<file path="config.mk">
export PLATFORM = sky130hd
export DESIGN_NAME = exec_alu_unit_flat
export DESIGN_NICKNAME = d
export VERILOG_FILES = /design/src/rtl/alu_pkg.sv /design/src/rtl/exec_alu_unit_if.sv /design/src/rtl/add32.sv /design/src/rtl/exec_alu_unit.sv /design/src/flat_wrapper.sv
export SDC_FILE = /design/constraint.sdc
export NUM_CORES = 1
export LEC_CHECK = 0
export CAP_MARGIN = 20
export CORE_MARGIN = 5
export CORE_UTILIZATION = 35
export CTS_CLUSTER_SIZE = 24
export DETAILED_ROUTE_END_ITERATION = 16
export GPL_TIMING_DRIVEN = 0
export PLACE_DENSITY = 0.73
export REMOVE_ABC_BUFFERS = 1
export SYNTH_ARGS = -nofsm -noshare
export SYNTH_HDL_FRONTEND = slang
export SYNTH_SLANG_ARGS = --single-unit
export TNS_END_PERCENT = 100
</file>
<file path="constraint.sdc">
create_clock -name clk -period 8 [get_ports clk]
set_input_delay 1.2 -clock clk [delete_from_list [all_inputs] [get_ports clk]]
set_output_delay 1.2 -clock clk [all_outputs]
set_load 0.02 [all_outputs]
</file>
<file path="src/rtl/alu_pkg.sv">
// alu_pkg: shared ALU control codes, aluop classes and flag bit positions
package alu_pkg;
   localparam logic [2:0] ALU_AND  = 3'b000;
   localparam logic [2:0] ALU_OR   = 3'b001;
   localparam logic [2:0] ALU_ADD  = 3'b010;
   localparam logic [2:0] ALU_PASS = 3'b011;
   localparam logic [2:0] ALU_NAND = 3'b100;
   localparam logic [2:0] ALU_NOR  = 3'b101;
   localparam logic [2:0] ALU_SUB  = 3'b110;
   localparam logic [2:0] ALU_SLT  = 3'b111;
   localparam logic [1:0] AOP_ADD   = 2'b00;
   localparam logic [1:0] AOP_SUB   = 2'b01;
   localparam logic [1:0] AOP_FUNCT = 2'b10;
   localparam logic [1:0] AOP_ADDI  = 2'b11;
   localparam int FLAG_Z = 2;
   localparam int FLAG_N = 1;
   localparam int FLAG_V = 0;
endpackage

</file>
<file path="src/rtl/exec_alu_unit_if.sv">
// exec_alu_unit_if: ALU/adder bus.
//   master drives aluop, funct, ovr_en, ovr_ctrl, a, b, add_a, add_b
//   slave drives result, zero, alu_ctrl, flags, add_sum
interface exec_alu_unit_if #(parameter int WIDTH = 32);
   logic [1:0]       aluop;
   logic [3:0]       funct;
   logic             ovr_en;
   logic [2:0]       ovr_ctrl;
   logic [WIDTH-1:0] a;
   logic [WIDTH-1:0] b;
   logic [WIDTH-1:0] result;
   logic             zero;
   logic [2:0]       alu_ctrl;
   logic [2:0]       flags;
   logic [WIDTH-1:0] add_a;
   logic [WIDTH-1:0] add_b;
   logic [WIDTH-1:0] add_sum;
   modport master(output aluop, funct, ovr_en, ovr_ctrl, a, b, add_a, add_b,
                  input result, zero, alu_ctrl, flags, add_sum);
   modport slave(input aluop, funct, ovr_en, ovr_ctrl, a, b, add_a, add_b,
                 output result, zero, alu_ctrl, flags, add_sum);
endinterface

</file>
<file path="src/rtl/add32.sv">
// add32: modulo 2^WIDTH adder, no carry-out.
//   i_a, i_b : operands
//   o_sum    : i_a + i_b
module add32 #(parameter int WIDTH = 32) (
   input  logic [WIDTH-1:0] i_a,
   input  logic [WIDTH-1:0] i_b,
   output logic [WIDTH-1:0] o_sum
);
   assign o_sum = i_a + i_b;
endmodule

</file>
<file path="src/rtl/exec_alu_unit.sv">
// exec_alu_unit: ALU control decode, 32-bit ALU with registered Z/N/V flags, PC adder.
//   clk, reset : clock, async active-high reset (clears flags)
//   bus        : slave side of exec_alu_unit_if (operands, control, result, flags, adder)
module exec_alu_unit
   import alu_pkg::*;
#(parameter int WIDTH = 32) (
   input logic             clk,
   input logic             reset,
   exec_alu_unit_if.slave  bus
);
   logic [2:0]       w_funct_ctrl;
   logic [2:0]       w_gout;
   logic [2:0]       w_ctrl;
   logic [WIDTH-1:0] w_sum;
   logic [WIDTH-1:0] w_diff;
   logic [WIDTH-1:0] w_res;
   logic             w_v;
   logic [2:0]       w_flags_next;
   logic [2:0]       r_flags;
   always_comb begin
      case (bus.funct)
         4'b0010: w_funct_ctrl = ALU_SUB;
         4'b0100: w_funct_ctrl = ALU_AND;
         4'b0101: w_funct_ctrl = ALU_OR;
         4'b0111: w_funct_ctrl = ALU_NOR;
         4'b1010: w_funct_ctrl = ALU_SLT;
         default: w_funct_ctrl = ALU_ADD;
      endcase
      w_gout = (bus.aluop == AOP_FUNCT) ? w_funct_ctrl :
               (bus.aluop == AOP_SUB)   ? ALU_SUB      :
               (bus.aluop == AOP_ADD || bus.aluop == AOP_ADDI) ? ALU_ADD : ALU_ADD;
      w_ctrl = bus.ovr_en ? bus.ovr_ctrl : w_gout;
   end
   add32 #(.WIDTH(WIDTH)) u_alu_add (.i_a(bus.a), .i_b(bus.b), .o_sum(w_sum));
   add32 #(.WIDTH(WIDTH)) u_pc_add (.i_a(bus.add_a), .i_b(bus.add_b), .o_sum(bus.add_sum));
   assign w_diff = bus.a - bus.b;
   always_comb begin
      w_res = '0;
      case (w_ctrl)
         ALU_AND:  w_res = bus.a & bus.b;
         ALU_OR:   w_res = bus.a | bus.b;
         ALU_ADD:  w_res = w_sum;
         ALU_PASS: w_res = bus.a;
         ALU_NAND: w_res = ~(bus.a & bus.b);
         ALU_NOR:  w_res = ~(bus.a | bus.b);
         ALU_SUB:  w_res = w_diff;
         ALU_SLT:  w_res = {{(WIDTH-1){1'b0}}, $signed(bus.a) < $signed(bus.b)};
         default:  w_res = '0;
      endcase
      // overflow only meaningful for the two arithmetic codes
      w_v = (w_ctrl == ALU_ADD) ? (bus.a[WIDTH-1] == bus.b[WIDTH-1] && w_res[WIDTH-1] != bus.a[WIDTH-1]) :
            (w_ctrl == ALU_SUB) ? (bus.a[WIDTH-1] != bus.b[WIDTH-1] && w_res[WIDTH-1] != bus.a[WIDTH-1]) :
            1'b0;
      w_flags_next = '0;
      w_flags_next[FLAG_Z] = (w_res == '0);
      w_flags_next[FLAG_N] = w_res[WIDTH-1];
      w_flags_next[FLAG_V] = w_v;
   end
   always_ff @(posedge clk or posedge reset) begin
      if (reset) r_flags <= '0;
      else       r_flags <= w_flags_next;
   end
   assign bus.result   = w_res;
   assign bus.zero     = (w_res == '0);
   assign bus.alu_ctrl = w_ctrl;
   assign bus.flags    = r_flags;
endmodule

</file>
<file path="src/flat_wrapper.sv">
// flat-port wrapper written by rule: the top's interface ports become plain ports
module exec_alu_unit_flat import alu_pkg::*;
#(parameter int WIDTH = 32)
  (clk, reset, bus_aluop, bus_funct, bus_ovr_en, bus_ovr_ctrl, bus_a, bus_b, bus_add_a, bus_add_b, bus_result, bus_zero, bus_alu_ctrl, bus_flags, bus_add_sum);
  exec_alu_unit_if #(.WIDTH(WIDTH)) bus_i ();
  input logic clk;
  input logic reset;
  input wire logic [$bits(bus_i.aluop)-1:0] bus_aluop;
  input wire logic [$bits(bus_i.funct)-1:0] bus_funct;
  input wire logic [$bits(bus_i.ovr_en)-1:0] bus_ovr_en;
  input wire logic [$bits(bus_i.ovr_ctrl)-1:0] bus_ovr_ctrl;
  input wire logic [$bits(bus_i.a)-1:0] bus_a;
  input wire logic [$bits(bus_i.b)-1:0] bus_b;
  input wire logic [$bits(bus_i.add_a)-1:0] bus_add_a;
  input wire logic [$bits(bus_i.add_b)-1:0] bus_add_b;
  output wire logic [$bits(bus_i.result)-1:0] bus_result;
  output wire logic [$bits(bus_i.zero)-1:0] bus_zero;
  output wire logic [$bits(bus_i.alu_ctrl)-1:0] bus_alu_ctrl;
  output wire logic [$bits(bus_i.flags)-1:0] bus_flags;
  output wire logic [$bits(bus_i.add_sum)-1:0] bus_add_sum;
  assign bus_i.aluop = bus_aluop;
  assign bus_i.funct = bus_funct;
  assign bus_i.ovr_en = bus_ovr_en;
  assign bus_i.ovr_ctrl = bus_ovr_ctrl;
  assign bus_i.a = bus_a;
  assign bus_i.b = bus_b;
  assign bus_i.add_a = bus_add_a;
  assign bus_i.add_b = bus_add_b;
  assign bus_result = bus_i.result;
  assign bus_zero = bus_i.zero;
  assign bus_alu_ctrl = bus_i.alu_ctrl;
  assign bus_flags = bus_i.flags;
  assign bus_add_sum = bus_i.add_sum;
  exec_alu_unit #(.WIDTH(WIDTH)) u_core (.clk(clk), .reset(reset), .bus(bus_i));
endmodule
</file>
==> flow_summary.yaml <==
sta:
  slew_violations: 10
  clock.fmax_ghz: 0.1289
  worst_pin_slew_ps: 1533
  hold_violations: 0
  finalSetupTns_ps: 0
  slew_headroom_pct: -2.194
  rsz0062_at_grt: "no"
  hold_slack_ps: 1150
  setup_violations: 0
  fin_crit_sh_pct: 96.96
  min_period_ps: 7757
power:
  p_total_uw: 1028
  vdd_drop_max_v: 0.00005925
  leakage_uw: 0.004430
  powerDensity_nw_per_um2: 101.4
synthesis:
  synth_flop_cell: "dfrtp_1"
  yosysSeqAreaShare_pct: 0.9860
  synthDistinctLibCells: 89
  avgSynthCellArea_um2: 6.702
  synth_area_um2: 7614
  ys_ff_latch: 3
  synth-edff-count: 0
  async_reset_ff_share_pct: 100.0
  syn_inst: 1136
  synth.yosys.warnings: 0
final_layout:
  register_area_um2: 75.07
  largest_reg_flops: 3
  fillers: 2232
  antennaDiodeCount: 0
  most-common-layout-cells: "clkdlybuf4s50_1 (209), ha_1 (129), inv_1 (116)"
  design_area_um2: 10140
  stdcell_count: 1592
  multi_input_area_um2: 6897
  final_common_cell: "clkdlybuf4s50_1"
  area_growth_pct: 33.20
  nNetsFinal: 1585
  drive_gt1_share_pct: 4.497
route:
  drt_iter0_drc: 618
  drc: 0
  routed.top_layer: "met5"
  wl_met3_mm: 3.924
  wl_met1_mm: 11.49
  drtPass1Iterations: 8
  wire_per_inst_um: 19.28
  dr_wl_met2_mm: 13.92
  viasPerCell: 6.003
  num_vias: 9556
  postRouteAntennaNets: 0
  wl_mm: 30.70
floorplan:
  rows: 54
  dieHeight_um: 157.5
  initial_core_util_pct: 35.21
  fp.coreArea_um2: 21620
  io_pins: 211
  die-width_um: 157.5
  dieArea_um2: 24800
flow_run:
  drv_cap: 0
global_route:
  grt.overflow.total: 0
  gr-usage-all-layers_pct: 23.04
  grt_pass1_vias: 9151
  grt_max_degree: 56
  antenna_found_initial: 1
  grt_pass1_wl_mm: 46.80
cts:
  clkTransAtPathRegs_ps: 30
  cts_tree: "yes"
  cts_buffers: 3
  cts_buffer_depth: 2
  htree_num_levels: 1
  clock-sinks: 3
  cts_root_buf: "clkbuf_16"
place:
  gp_congestion: 0.9657
  port_buffers: 210
  dpl.hpwl_mm: 24.15
  dpl_cell_area_um2: 9957
  dp.cells: 1579
critical_path:
  cp_data_required_time_ps: 6800
  end_kind: "output pin"
  crit_path_max_fanout: 4
  critPathLaunchType: "primary input"
  crit_type: "in -> out"
  critPathArrivalTime_ps: 6560
run_status:
  violations: "slew limit"
  run_status: "finished, violations left"
worst_hold_path:
  min_path_type: "in -> async"
[Yosys cell counts, drive strengths merged, types with 8 or more instances]
cell / n / area share, %
a21o: 31 / 3.1
a211oi: 28 / 2.9
o31ai: 13 / 1.5
nor2b: 16 / 1.3
ha: 129 / 21
o21bai: 14 / 1.4
nand3: 26 / 1.7
nand2b: 21 / 1.7
nor4: 11 / 0.99
xor2: 15 / 1.7
nand2: 73 / 3.6
o211ai: 23 / 2.3
a21oi: 114 / 7.5
nor3: 31 / 2.3
o21a: 10 / 1.0
nor2: 110 / 5.6
o2bb2ai: 8 / 0.92
xnor2: 38 / 4.4
or3: 8 / 0.66
o21ai: 55 / 3.6
mux2i: 8 / 1.1
inv: 118 / 5.8
a211o: 14 / 1.6
a31oi: 13 / 1.1
o22ai: 10 / 0.82
buf: 15 / 1.0
clkbuf: 40 / 2.0
a221oi: 11 / 1.3
[per-layer routing]
layer,global-route usage [%],vias to the layer above
met2,40.02,561
met3,5.334,97
li1,-,4537
met1,27.76,4359
met5,0,-
met4,8.275,2
[what timing repair did]
item                                    4_1_cts  5_1_grt
endpoints found under the setup margin        1        1
setup buffers                                 2        3
gates resized for setup                       4        7
hold buffers                                  0        0
endpoints found under the hold margin         0        0
gates cloned                                  1        1
pin swaps                                     2        1
[stage by stage]
step	setup WS, ps	utilization [%]
floorplan	1231	-
global placement	-2074	45.50
detailed placement	-492.1	46.05
CTS	70.14	46.57
global route	19.36	46.90
finish	243.0	46.90
[cell type report]
| type | instances | share of cell area (%) |
|---|---|---|
| clock buffers | 4 | 0.7773 |
| inverters | 119 | 4.602 |
| multi-input cells | 959 | 68.01 |
| flip-flops and latches | 3 | 0.7403 |
| well taps | 280 | 3.455 |
| repair buffers | 225 | 22.32 |
| repair inverters | 2 | 0.09870 |
[logic make-up after synthesis]
kind of cell               Yosys count  synth area share (%)
AOI/OAI and AO/OA                  423                 38.37
xor gates and xnor gates            53                 6.097
adders and majority gates          132                 21.99
buffers and inverters              174                 8.940
DFF                                  3                0.9860
muxes                               10                 1.348
and+or+nand+nor                    341                 22.27
[where the power goes]
| part | leakage [µW] | internal (µW) | switching (µW) |
|---|---|---|---|
| clock | 0.0000382 | 65.7 | 12.9 |
| sequential | 0.0000393 | 17.0 | 0.450 |
| combinational | 0.00435 | 407 | 525 |
[path summary, 6_finish.rpt]
| path | from | end | slack, ps |
|---|---|---|---|
| min | reset | u_core.bus.flags[2] | 1150 |
| max | bus_b[0] | bus_zero | 240 |
| max in group asynchronous | reset | u_core.bus.flags[0] | 6720 |
| min in group clk | bus_b[31] | u_core.bus.flags[1] | 1900 |
[worst max-delay path, cell delays in order]
cell and delay [ps]:
clkdlybuf4s50_1 570, ha_1 220, inv_1 60, fa_1 380, nor2b_1 190, o311a_1 340
o21ai_0 370, mux2i_1 170, mux2i_1 150, o32a_1 360, or4b_1 560, nor4_1 360
nand3_1 210, nor4b_2 280, o211ai_1 200, nor4_2 260, clkdlybuf4s50_1 670
Power figures use the tool's default switching activity.
